<file path="config.mk">
export PLATFORM = sky130hd
export DESIGN_NAME = pkt_wr_master
export DESIGN_NICKNAME = d
export VERILOG_FILES = /design/src/rtl/pkt_wr_master.sv
export SDC_FILE = /design/constraint.sdc
export NUM_CORES = 1
export LEC_CHECK = 0
export CORE_MARGIN = 4
export CORE_UTILIZATION = 54
export CTS_CLUSTER_SIZE = 12
export DETAILED_ROUTE_END_ITERATION = 6
export HOLD_SLACK_MARGIN = 0.03
export PLACE_DENSITY = 0.93
export SKIP_CTS_REPAIR_TIMING = 1
export SYNTH_ARGS = -nofsm -noshare
export SYNTH_HDL_FRONTEND = slang
export SYNTH_SLANG_ARGS = --single-unit
</file>
<file path="constraint.sdc">
create_clock -name clk -period 5.3 [get_ports clk]
set_input_delay 1.06 -clock clk [delete_from_list [all_inputs] [get_ports clk]]
set_output_delay 1.06 -clock clk [all_outputs]
set_load 0.02 [all_outputs]
</file>
<file path="src/rtl/pkt_wr_master.sv">
// pkt_wr_master: drains 32-bit words from the capture FIFO into memory as
// single-beat Avalon-MM writes covering pkt_len bytes starting at pkt_addr.
// Optional build macro PKT_HDR_EN: prepend one header beat holding the byte
// length, with the payload following at the next word address.
module pkt_wr_master #(
  parameter int unsigned ADDR_W = 32,
  parameter int unsigned LEN_W  = 16,
  parameter int unsigned DATA_W = 32
) (
  input  logic                  clk,
  input  logic                  reset,
  input  logic                  start,
  input  logic                  abort,
  input  logic [ADDR_W-1:0]     pkt_addr,
  input  logic [LEN_W-1:0]      pkt_len,
  output logic                  busy,
  output logic                  done,
  output logic                  aborted,
  output logic                  fifo_rdreq,
  input  logic [DATA_W-1:0]     fifo_q,
  input  logic                  fifo_empty,
  output logic [ADDR_W-1:0]     avm_address,
  output logic                  avm_write,
  output logic [DATA_W-1:0]     avm_writedata,
  output logic [DATA_W/8-1:0]   avm_byteenable,
  input  logic                  avm_waitrequest,
  output logic [LEN_W-1:0]      words_written
);

  localparam int unsigned NW_W = LEN_W + 1;
  localparam int unsigned BE_W = DATA_W / 8;

  typedef enum logic [2:0] {
    IDLE  = 3'd0,
    FETCH = 3'd1,
    LOAD  = 3'd2,
    WRITE = 3'd3,
    FIN   = 3'd4
`ifdef PKT_HDR_EN
    , HDR = 3'd5
`endif
  } state_t;

  state_t            state_q, state_d;
  logic [ADDR_W-1:0] addr_q, addr_d;
  logic [1:0]        len_lo_q, len_lo_d;
  logic [NW_W-1:0]   nwords_q, nwords_d;
  logic              abort_pend_q, abort_pend_d;
  logic [LEN_W-1:0]  ww_d;
  logic              busy_d, done_d, aborted_d;
  logic [ADDR_W-1:0] avm_address_d;
  logic              avm_write_d;
  logic [DATA_W-1:0] avm_writedata_d;
  logic [BE_W-1:0]   avm_byteenable_d;
  logic              last_c;
  logic [BE_W-1:0]   be_last_c;

  // Word-alignment bits of the destination address are dropped by design.
  logic unused_addr_lsb;
  assign unused_addr_lsb = ^pkt_addr[1:0];

  // State register and all registered outputs.
  always_ff @(posedge clk or negedge reset) begin
    if (!reset) begin
      state_q        <= IDLE;
      addr_q         <= '0;
      len_lo_q       <= '0;
      nwords_q       <= '0;
      abort_pend_q   <= 1'b0;
      words_written  <= '0;
      busy           <= 1'b0;
      done           <= 1'b0;
      aborted        <= 1'b0;
      avm_address    <= '0;
      avm_write      <= 1'b0;
      avm_writedata  <= '0;
      avm_byteenable <= '0;
    end else begin
      state_q        <= state_d;
      addr_q         <= addr_d;
      len_lo_q       <= len_lo_d;
      nwords_q       <= nwords_d;
      abort_pend_q   <= abort_pend_d;
      words_written  <= ww_d;
      busy           <= busy_d;
      done           <= done_d;
      aborted        <= aborted_d;
      avm_address    <= avm_address_d;
      avm_write      <= avm_write_d;
      avm_writedata  <= avm_writedata_d;
      avm_byteenable <= avm_byteenable_d;
    end
  end

  // Next-state and next-output logic; fifo_rdreq is decoded combinationally
  // so that fifo_q is valid during LOAD.
  always_comb begin
    state_d          = state_q;
    addr_d           = addr_q;
    len_lo_d         = len_lo_q;
    nwords_d         = nwords_q;
    abort_pend_d     = abort_pend_q;
    ww_d             = words_written;
    aborted_d        = aborted;
    avm_address_d    = avm_address;
    avm_write_d      = avm_write;
    avm_writedata_d  = avm_writedata;
    avm_byteenable_d = avm_byteenable;
    fifo_rdreq       = 1'b0;

    last_c = (NW_W'(words_written) + NW_W'(1)) == nwords_q;

    unique case (len_lo_q)
      2'd1:    be_last_c = BE_W'(4'b0001);
      2'd2:    be_last_c = BE_W'(4'b0011);
      2'd3:    be_last_c = BE_W'(4'b0111);
      default: be_last_c = '1;
    endcase

    unique case (state_q)
      IDLE: begin
        if (start) begin
          addr_d       = {pkt_addr[ADDR_W-1:2], 2'b00};
          len_lo_d     = pkt_len[1:0];
          ww_d         = '0;
          aborted_d    = 1'b0;
          abort_pend_d = 1'b0;
`ifdef PKT_HDR_EN
          nwords_d         = ((NW_W'(pkt_len) + NW_W'(3)) >> 2) + NW_W'(1);
          avm_address_d    = {pkt_addr[ADDR_W-1:2], 2'b00};
          avm_writedata_d  = DATA_W'(pkt_len);
          avm_byteenable_d = '1;
          avm_write_d      = 1'b1;
          state_d          = HDR;
`else
          nwords_d = (NW_W'(pkt_len) + NW_W'(3)) >> 2;
          state_d  = (pkt_len == '0) ? FIN : FETCH;
`endif
        end
      end
      FETCH: begin
        if (abort || abort_pend_q) begin
          aborted_d = 1'b1;
          state_d   = FIN;
        end else if (!fifo_empty) begin
          fifo_rdreq = 1'b1;
          state_d    = LOAD;
        end
      end
      LOAD: begin
        avm_writedata_d  = fifo_q;
        avm_address_d    = addr_q + (ADDR_W'(words_written) << 2);
        avm_byteenable_d = last_c ? be_last_c : '1;
        avm_write_d      = 1'b1;
        state_d          = WRITE;
      end
`ifdef PKT_HDR_EN
      HDR,
`endif
      WRITE: begin
        if (!avm_waitrequest) begin
          avm_write_d = 1'b0;
          ww_d        = words_written + LEN_W'(1);
          state_d     = last_c ? FIN : FETCH;
        end
      end
      FIN: begin
        abort_pend_d = 1'b0;
        state_d      = IDLE;
      end
      default: state_d = IDLE;
    endcase

    // Abort arriving mid-beat is remembered and acted on at the next FETCH.
    if (abort && (state_q == LOAD || state_q == WRITE
`ifdef PKT_HDR_EN
        || state_q == HDR
`endif
        )) begin
      abort_pend_d = 1'b1;
    end

    busy_d = (state_d != IDLE);
    done_d = (state_d == FIN);
  end

endmodule

</file>
# == Word level (Yosys, flattened, before mapping) ==
# Cells that the tools add are included.
# totals
in_bits,86
output_inout_bits,89
regBits,139
# op_classes
reduce_logical,15
addsub,4
muxes,22
n_eq_ne,13
# ops
op,n
32-bit by 18-bit adder with 32-bit output,1
16-bit two-way mux,2
16-bit case mux with 2 select lines,1
3-bit two-way mux,6
16-bit by 1-bit adder with 17-bit output (second input constant),1
16-bit by 2-bit adder with 17-bit output (second input constant),1
17-bit by 15-bit == test with 1-bit output,1
16-bit by 1-bit adder with 16-bit output (second input constant),1
16-bit logical NOT,1
3-bit case mux with 4 select lines,1
4-bit case mux with 3 select lines,1
1-bit two-way mux,7
3-bit by 2-bit == test with 1-bit output (second input constant),2
3-bit == test (second input constant),2
2-bit != test (second input constant),3
1-bit case mux with 2 select lines,3
2-bit AND reduction,3
3-bit AND reduction,2
2-bit nonzero test,3
3-bit nonzero test,2
2-bit == test (second input constant),2
4-bit two-way mux,1
3-bit by 1-bit == test with 1-bit output (second input constant),1
3-bit logical NOT,1
other kinds (4),5

# == Logic depth before layout (Yosys ltp) ==
# depth
ltp_word,6
ltp_mapped,11
mapped_depth_nobuf,10

# == Least setup slack after synthesis ==
# No wires, ideal clock.
# synth_timing
path_type,in2out
startpoint,in fifo_empty
endpoint,out fifo_rdreq
n_path_buf,0
slack_ps,2412
path_stages,1
t_arrival_ps,1828
path_cell_list,nor4_1
# synth_via
elab_chain_len,3
# synth_rtl
element,line_no,source
"start, declared",21,"input logic fifo_empty,"
1-bit two-way mux,145,end else if (!fifo_empty) begin
1-bit two-way mux,142,if (abort || abort_pend_q) begin
1-bit two-way mux,120,unique case (state_q)
"end, declared",19,"output logic fifo_rdreq,"
# No other way between the ends.

# == Worst setup path after layout ==
# layout_timing
startpoint,in abort
endpoint,out fifo_rdreq
# layout_via
elab_chain_len,3
# layout_rtl
element,line_no,source
"start, declared",13,"input logic abort,"
1-bit logical OR,142,
1-bit two-way mux,142,
1-bit two-way mux,120,
# No other way between the ends.

==> flow_summary_export.csv <==
group,metric,value,unit
outcome,status,"finished clean",
grt,grt.overflow.total,0,
worst_setup_path,crit_family,"buffers and inverters",
sta,post-route-min-period,3.54,ns
worst_setup_path,crit_buf_inv,2,
sta,hold_viol_final,0,
sta,slew_headroom,46.2,%
clock_network,clk_pin_slew_worst_paths,0.06,ns
power,leakage,0.00425,uW
clock_network,clk_path_buf_depth,2,
sta,fmax,283,MHz
final_layout,nets,1059,
logic_synthesis,synth_top_area_share,48.4,%
place,hpwlAfterDp,13.0,mm
grt,antenna_found_initial,0,
routing,drt-wirelength-per-cell,16.2,um
clock_network,cts_tree,"built",
worst_setup_path,r2r_start,"words_written[0]$_DFFE_PN0P_",
routing,drc,0,
worst_setup_path,slowest_delay,0.67,ns
routing,drtPass1Iterations,5,
worst_setup_path,crit_start,"abort",
routing,vias,6245,
place,place_congestion,0.873,
sta,slew_viol_final,0,
sta,setup_violations,0,
power,irDropWorstVdd,0.422,mV
grt,grt_start_max_net_pins,90,
grt,grt_pass1_vias,6030,
final_layout,n_antenna_cell,0,
power,power-per-cell-area,535,mW/mm^2
place,io_buffers,170,
worst_setup_path,crit_path_max_fanout,4,
logic_synthesis,synth.distinct_cells,58,
logic_synthesis,ys.flop_type,"dfrtp_1",
sta,clock-skew-final,0.00978,ns
sta,rsz0062_at_grt,"no",
routing,drt_iter0_markers,659,
worst_setup_path,critPathKind,"input port to output port",
worst_setup_path,crit_top_cell,"clkdlybuf4s50_1",
floorplanning,die_w,123,um
floorplanning,die_h,123,um
worst_setup_path,required,4.24,ns
logic_synthesis,syn_inst,796,
min_path,hold_start,"avm_address[6]$_DFFE_PN0P_",
floorplanning,io_pins,175,
grt,grt_pass1_wl,29.6,mm
sta,setup_ws,1.76,ns
place,dp.cells,1106,
worst_setup_path,crit_slowest_cell,"clkdlybuf4s50_1",
routing,avgViaCountPerCell,5.49,
sta,fin_crit_sh,66.7,%
place,pre_cts_slack,1.76,ns
final_layout,synthToLayoutAreaGrowth,34.2,%
sta,worst_slew_pin_slew,0.807,ns
floorplanning,dieArea,0.0150,mm^2
logic_synthesis,yosysTopAreaCell,"dfrtp_1",
sta,tns,0,ns
logic_synthesis,async_reset_ff_share,100,%
final_layout,mostFrequentLayoutCell,"nand2_1",
logic_synthesis,ys_seq_area_share,48.4,%
worst_setup_path,crit_chain,"clkdlybuf4s50_1 -> nor4_1 -> clkdlybuf4s50_1",
logic_synthesis,ys_warn_count,0,
logic_synthesis,synth_area,0.00708,mm^2
floorplanning,fp.coreArea,0.0127,mm^2
worst_setup_path,end_kind,"output port",
job,drv_cap,0,
final_layout,instances_no_fill,1138,
logic_synthesis,synth_edf_count,0,
logic_synthesis,synth_area_leaders,"dfrtp_1 48%, nand2_1 14%, xnor2_1 5.4%, o21ai_0 5.1%, ha_1 3.4%",
logic_synthesis,synth_seq_cells,137,
routing,antenna_left,0,
final_layout,drive_gt1_share,5.69,%
worst_setup_path,critical_path_arrival,2.48,ns
power,p_total,5080,uW
clock_network,cts_made_buffers,17,
worst_setup_path,cp-start-kind,"input port",
clock_network,worstSkewPairLatency,0.42,ns
routing,drt-total-wl,18.4,mm
floorplanning,num_rows,41,
clock_network,h-tree-depth,4,
floorplanning,start_util,55.7,%
min_path,hold_class,"register to register",
final_layout,final_cell_mix,"264 x nand2_1, 169 x clkdlybuf4s50_1, 137 x dfrtp_1",
logic_synthesis,syn_area_per_cell,8.90,um^2
clock_network,cts_sinks,137,
grt,grt_use_total,25.3,%
clock_network,ctsRootBufferMaster,"clkbuf_16",
[cell families after synthesis]
| logic type | count (synthesis) | share of synthesized area (%) |
|---|---|---|
| AOI/OAI and AO/OA | 152 | 13.3 |
| xor gates and xnor gates | 63 | 7.79 |
| adders and majority gates | 20 | 3.64 |
| buffers and inverters | 52 | 3.59 |
| DFF | 137 | 48.4 |
| muxes | 2 | 0.283 |
| other | 1 | 0.0530 |
| and+or+nand+nor | 369 | 23.0 |
[worst register-to-register path: cells and delay by family, from the launching register on]
kind | cells | cell delay [ns]
adder cells (fa/ha/maj) | 2 | 0.65
AO/OA/AOI/OAI | 5 | 1.12
buffers and inverters | 1 | 0.06
XOR/XNOR | 1 | 0.17
AND/OR/NAND/NOR | 1 | 0.14
flip-flops | 1 | 0.54
[metrics by stage]
| stage | util [%] | hold WS [ns] | cell area (um^2) |
|---|---|---|---|
| final | 74.7 | 0.467 | 9500 |
| after global routing | 74.7 | 0.490 | 9500 |
| after floorplan | - | 0.450 | 7090 |
| after CTS | 74.7 | 0.472 | 9500 |
| after detailed placement | 69.7 | 0.455 | 8870 |
| after global placement | 69.7 | 0.449 | 8870 |
[cell usage after synthesis (2+ instances only)]
library cell / instances
nand2_1: 264
dfrtp_1: 137
o21ai_0: 72
xnor2_1: 44
nor2_1: 33
clkbuf_1: 30
a21oi_1: 19
ha_1: 19
xor2_1: 19
nand3_1: 14
inv_1: 12
a21o_1: 10
a211oi_1: 8
nor3_1: 8
nor4_1: 8
nand4_1: 7
o31ai_1: 7
a31oi_1: 6
nand2b_1: 6
o21a_1: 6
and3_1: 5
and4_1: 4
buf_4: 4
buf_6: 4
nor2b_1: 4
o2111ai_1: 3
o21ai_1: 3
a2111oi_2: 2
a21boi_0: 2
a41oi_1: 2
and2_1: 2
mux2i_1: 2
nand4_4: 2
o21bai_1: 2
or2_2: 2
or3_1: 2
[routing by layer]
layer  global-route usage [%]  part of all wire [%]  wire (um)
met5                        0                     0          0
met4                     8.12                   1.2        213
met3                     5.48                   6.6       1210
met2                     44.7                    51       9440
met1                     30.8                    41       7540
[layout make-up]
class	instances	area (um^2)
Inverter	13	62.6
Clock buffer	25	495
Tap cell	172	215
Timing Repair Buffer	176	1750
Multi-Input combinational cell	608	3410
Fill cell	894	3220
Clock inverter	7	138
Sequential cell	137	3430
[report_power, final]
group / internal, uW / switching, uW / leakage, uW
clock: 836 / 419 / 0.000307
sequential: 1480 / 303 / 0.00172
combinational: 879 / 1170 / 0.00222
[final timing paths]
path,endpoint,cells past startpoint,slack [ns]
max,fifo_rdreq,3,1.76
min,avm_address[6]$_DFFE_PN0P_,2,0.47
max reg2reg,avm_address[22]$_DFFE_PN0P_,10,2.47
min reg2reg,avm_address[6]$_DFFE_PN0P_,2,0.47
max in group asynchronous,avm_address[13]$_DFFE_PN0P_,2,3.43
min in group asynchronous,avm_address[21]$_DFFE_PN0P_,1,0.69
[registers in the layout, indices dropped and copies added, names as in the netlist]
register        flops
abort_pend_q        1
aborted             1
addr_q             30
avm_address        30
avm_byteenable      4
avm_write           1
avm_writedata      32
busy                1
done                1
len_lo_q            2
nwords_q           15
state_q             3
words_written      16
Note: power is estimated with default switching activity, not from simulation.
